<file path="src/rtl/md_issue.sv">
// Multiply/divide issue unit: hands MD ops to an external responder and owns HI/LO.
// Define MD_ISSUE_MADD_EN to enable MADD/MADDU, which accumulate into {hi,lo}.
module md_issue (
  input  logic        clk,
  input  logic        reset,
  input  logic        e_valid,
  input  logic [2:0]  e_op,
  input  logic [31:0] e_a,
  input  logic [31:0] e_b,
  input  logic        d_md,
  output logic        md_req,
  output logic [1:0]  md_op,
  output logic [31:0] md_a,
  output logic [31:0] md_b,
  input  logic        md_ack,
  input  logic        md_rvalid,
  input  logic [31:0] md_rhi,
  input  logic [31:0] md_rlo,
  output logic [31:0] hi,
  output logic [31:0] lo,
  output logic        busy,
  output logic        stall,
  output logic        div0,
  output logic        err
);

  localparam logic [2:0] OpMult  = 3'd0;
  localparam logic [2:0] OpMultu = 3'd1;
  localparam logic [2:0] OpDiv   = 3'd2;
  localparam logic [2:0] OpDivu  = 3'd3;
  localparam logic [2:0] OpMthi  = 3'd4;
  localparam logic [2:0] OpMtlo  = 3'd5;
  localparam logic [2:0] OpMadd  = 3'd6;
  localparam logic [2:0] OpMaddu = 3'd7;

`ifdef MD_ISSUE_MADD_EN
  localparam bit MaddEn = 1'b1;
`else
  localparam bit MaddEn = 1'b0;
`endif

  typedef enum logic [1:0] {StIdle, StIssue, StWait} state_e;

  state_e      state_q;
  logic [31:0] hi_q, lo_q;
  logic [31:0] a_q, b_q;
  logic [1:0]  op_q;
  logic        req_q;
  logic        div0_q;
  logic        err_q;
`ifdef MD_ISSUE_MADD_EN
  logic        madd_q;
  logic [63:0] acc_sum;
`endif

  logic is_mul, is_div, is_madd, div_zero, req_op, issue_op;

  always_comb begin
    is_mul   = (e_op == OpMult) || (e_op == OpMultu);
    is_div   = (e_op == OpDiv)  || (e_op == OpDivu);
    is_madd  = (e_op == OpMadd) || (e_op == OpMaddu);
    div_zero = is_div && (e_b == 32'd0);
    req_op   = is_mul || is_div || (is_madd && MaddEn);
    issue_op = req_op && !div_zero;
  end

`ifdef MD_ISSUE_MADD_EN
  assign acc_sum = {hi_q, lo_q} + {md_rhi, md_rlo};
`endif

  always_ff @(posedge clk or negedge reset) begin
    if (!reset) begin
      state_q <= StIdle;
      hi_q    <= 32'd0;
      lo_q    <= 32'd0;
      a_q     <= 32'd0;
      b_q     <= 32'd0;
      op_q    <= 2'd0;
      req_q   <= 1'b0;
      div0_q  <= 1'b0;
      err_q   <= 1'b0;
`ifdef MD_ISSUE_MADD_EN
      madd_q  <= 1'b0;
`endif
    end else begin
      div0_q <= 1'b0;
      err_q  <= 1'b0;
      unique case (state_q)
        StIdle: begin
          if (e_valid) begin
            if (is_madd && !MaddEn) begin
              err_q <= 1'b1;
            end else if (div_zero) begin
              div0_q <= 1'b1;
            end else if (e_op == OpMthi) begin
              hi_q <= e_a;
            end else if (e_op == OpMtlo) begin
              lo_q <= e_a;
            end else begin
              // MADD/MADDU reuse the MULT/MULTU responder encodings via the low bit.
              op_q    <= is_madd ? {1'b0, e_op[0]} : e_op[1:0];
              a_q     <= e_a;
              b_q     <= e_b;
              req_q   <= 1'b1;
              state_q <= StIssue;
`ifdef MD_ISSUE_MADD_EN
              madd_q  <= is_madd;
`endif
            end
          end
        end
        StIssue: begin
          if (e_valid) err_q <= 1'b1;
          if (md_ack) begin
            req_q   <= 1'b0;
            state_q <= StWait;
          end
        end
        StWait: begin
          if (e_valid) err_q <= 1'b1;
          if (md_rvalid) begin
`ifdef MD_ISSUE_MADD_EN
            if (madd_q) begin
              {hi_q, lo_q} <= acc_sum;
            end else begin
              hi_q <= md_rhi;
              lo_q <= md_rlo;
            end
`else
            hi_q <= md_rhi;
            lo_q <= md_rlo;
`endif
            state_q <= StIdle;
          end
        end
        default: state_q <= StIdle;
      endcase
    end
  end

  always_comb begin
    busy   = (state_q != StIdle);
    md_req = req_q;
    md_op  = op_q;
    md_a   = a_q;
    md_b   = b_q;
    hi     = hi_q;
    lo     = lo_q;
    div0   = div0_q;
    err    = err_q;
    // Gated by reset so stall reads 0 while reset is held regardless of d_md.
    stall  = reset && d_md && (busy || (e_valid && issue_op));
  end

endmodule

</file>
<file path="config.mk">
export PLATFORM = sky130hd
export DESIGN_NAME = md_issue
export DESIGN_NICKNAME = d
export VERILOG_FILES = /design/src/rtl/md_issue.sv
export SDC_FILE = /design/constraint.sdc
export NUM_CORES = 1
export LEC_CHECK = 0
export BUFFER_PORTS_ARGS = -buffer_cell sky130_fd_sc_hd__buf_2
export CAP_MARGIN = 30
export CORE_MARGIN = 3
export CORE_UTILIZATION = 44
export CTS_BUF_LIST = sky130_fd_sc_hd__clkbuf_4
export CTS_CLUSTER_DIAMETER = 200
export DETAILED_ROUTE_END_ITERATION = 8
export GPL_ROUTABILITY_DRIVEN = 0
export PLACE_DENSITY_LB_ADDON = 0.1
export REMOVE_ABC_BUFFERS = 1
export SETUP_SLACK_MARGIN = 0.2
export SYNTH_ARGS = -nofsm -noshare
export SYNTH_HDL_FRONTEND = slang
export SYNTH_SLANG_ARGS = --single-unit
export TNS_END_PERCENT = 5
</file>
<file path="constraint.sdc">
create_clock -name clk -period 1.9 [get_ports clk]
set_input_delay 0.285 -clock clk [delete_from_list [all_inputs] [get_ports clk]]
set_output_delay 0.285 -clock clk [all_outputs]
set_load 0.005 [all_outputs]
</file>
==> reports/metrics.csv <==
metric,value,unit
sequentialPowerShare,0.389,
clock_latency,0.54,ns
outcome,"finished, violations left",
row_count,42,
slew-limit-headroom,0.589,
setup_viol,106,
period_share,1.04,
yosysUniqueCellTypes,33,
p_sw,4.46,mW
violations,negative setup slack,
place_ws,-0.258,ns
initial_core_util,0.455,
hold_class,primary input to flip-flop,
crit_type,primary input to primary output,
maxCapViolCount,0,
synth_top_area_cell,dfrtp_1,
die_area,15200,um2
die_w,123,um
max_freq,0.506,GHz
synth-xor-area-share,0,
worst_pin_slew,0.616,ns
ir_worst_vdd,806,uV
ff_latch_area,3380,um2
cts_tree,built,
multi_input_area,2660,um2
rsz0062_at_grt,true,
cts_buffers,17,
fp.coreArea,13300,um2
ant_nets,0,
vias,5323,
crit_arrival,1.69,ns
yosysSeqAreaShare,0.557,
worst_slack,-0.0763,ns
synth_simple_gate_area_share,0.144,
grt_pass1_vias,5625,
synthTopCellsByArea,"dfrtp_1 56%, mux2_2 14%, mux2_1 9.5%, nand2_1 8.2%, nand2b_1 3.3%",
die_y,123,um
yosys_warnings,0,
nets,1020,
cts-root-buf,clkbuf_4,
avgRoutedWirePerCell,16.8,um
n_antenna_cell,0,
drtIter0Drc,329,
drc,0,
dp_cells,958,
clockBufferDepth,2,
ys_ff_latch,135,
fin_crit,1.98,ns
first_pass_iters,4,
synth_fa_ha_area_frac,0.0103,
final_util,0.675,
ys_top_cells_by_count,"135 x dfrtp_1, 132 x nand2_1, 78 x mux2_2",
grt_usage,0.234,
p_int,8.58,mW
synth.area.mux_share,0.239,
place_area,7790,um2
leakagePower,4.53,nW
ys.flop_type,dfrtp_1,
num-fill-cells,1066,
crit_buf_inv,4,
routed_wl,17900,um
cp-start-kind,primary input,
required,1.62,ns
grt_first_pass_wirelength,27400,um
grt_start_max_net_pins,115,
instances_no_fill,1066,
syn_avg_cell_area,11.9,um2
ioPinCount,272,
synthCells,510,
synthArstFlopShare,1.00,
synth_top_family_by_area,multiplexers,
synth_top_area_share,0.557,
syn_area,6070,um2
holdWs,0.0754,ns
synth_compound_area_frac,0.0202,
gr-total-overflow,0,
cts_max_level,4,
cts.sink_count,135,
end_kind,primary output,
swShare,0.342,
fin_setup_tns,-3.03,ns
power,13.0,mW
dp_hpwl,12100,um
vias_per_cell,4.99,
area_delta_synth_final,48.6,%
maxSlewViolCount,0,
clock_power_share,0.134,
combPwrFrac,0.476,
critPathMaxStageDelay,0.33,ns
path_cells,buf_2 -> nor4_1 -> nand4_1 -> buf_4 -> buf_4 -> nor3_2 -> o22ai_2 -> buf_2,
worstPathMaxFanout,6,
path_delay_family,simple AND/OR/NAND/NOR gates,
crit_slowest_cell,nor4_1,
synth_edf_count,0,
synth.most_common_cell,dfrtp_1,
p_per_area,1450,nW/um2
grt_antenna_before_repair,0,
drive_above_1_share,0.491,
final.setup_skew,0.0146,ns
portBuffers,271,
stdcell_area,9010,um2
path_clk_slew,0.11,ns
final_hold_viol_count,0,
[repair_timing]
| item | 4_1_cts | 5_1_grt |
|---|---|---|
| endpoints found under the setup margin | 133 | 134 |
| hold buffers | 65 | 0 |
| pin swaps | 4 | 4 |
| gates resized for setup | 22 | 18 |
| buffers inserted | 7 | 1 |
| hold endpoints to repair | 84 | 0 |
| gates cloned | 2 | 1 |
[power by group through the flow]
| stage | clock network, mW | registers (mW) | logic [mW] |
|---|---|---|---|
| floorplan | 0 | 5.19 | 2.73 |
| global placement | 0 | 5.04 | 5.42 |
| detailed placement | 0 | 5.11 | 5.58 |
| CTS | 1.82 | 5.06 | 6.05 |
| global route | 1.95 | 5.25 | 6.81 |
| finish | 1.75 | 5.08 | 6.21 |
[sequential cells by signal (all words and copies together), names as in the netlist]
name and count:
md_op 2, md_req 1, md_b 32, lo 32, state_q 2, div0 1
err 1, hi 32, md_a 32
[logic make-up (layout without fill, tap and decap cells)]
group,count (synthesis),count (layout)
AO/OA/AOI/OAI,16,16
multiplexers,129,129
flip-flops,135,135
buffers and inverters,33,413
adder cells (fa/ha/maj),5,5
AND/OR/NAND/NOR,192,192
[layout make-up]
| cell class | count | share of cell area |
|---|---|---|
| tap | 176 | 0.0244 |
| clock inverter | 13 | 0.0126 |
| multi-input combinational | 342 | 0.295 |
| inverter | 7 | 0.00292 |
| timing repair buffer | 375 | 0.275 |
| clock buffer | 18 | 0.0150 |
| sequential | 135 | 0.375 |
[path summary, 6_finish.rpt]
kind | from | endpoint | slack (ns) | depth (start not counted)
max in group asynchronous | reset | md_a[31] | 0.97 | 3
min reg2reg | md_a[18] | md_a[18] | 0.50 | 1
max | e_b[24] | stall | -0.08 | 8
min in group asynchronous | reset | div0 | 0.31 | 3
min | md_rlo[0] | lo[0] | 0.08 | 4
max reg2reg | state_q[1] | md_b[27] | -0.07 | 8
[cells in the final DEF, fill, tap and decap left out, types with 3 or more instances in the layout]
cell type      count
nand3b_1           3
dlygate4sd3_1     65
clkbuf_4          18
buf_12             5
nand2b_1          32
nand2_1          132
buf_2            270
buf_6              6
mux2_2            72
clkinv_2           7
inv_1              5
mux2_4             9
nor4_1             9
nor3_2             3
dfrtp_1          135
buf_4             23
clkinv_1           3
buf_16             3
mux2_1            48
[tightest hold or removal path, cell delays in order]
cell     delay [ns]
buf_2          0.07
nand2_1        0.04
nand2_1        0.05
mux2_2         0.13
[per-layer routing]
metal	part of all wire	global-route usage	vias up	routed length, um
met1	0.38	0.264	2639	6820
li1	-	-	2475	-
met4	0.026	0.0962	0	465
met3	0.063	0.0686	33	1140
met5	0	0	-	0
met2	0.53	0.414	176	9520
No activity file was read; power rests on OpenSTA's default activity.
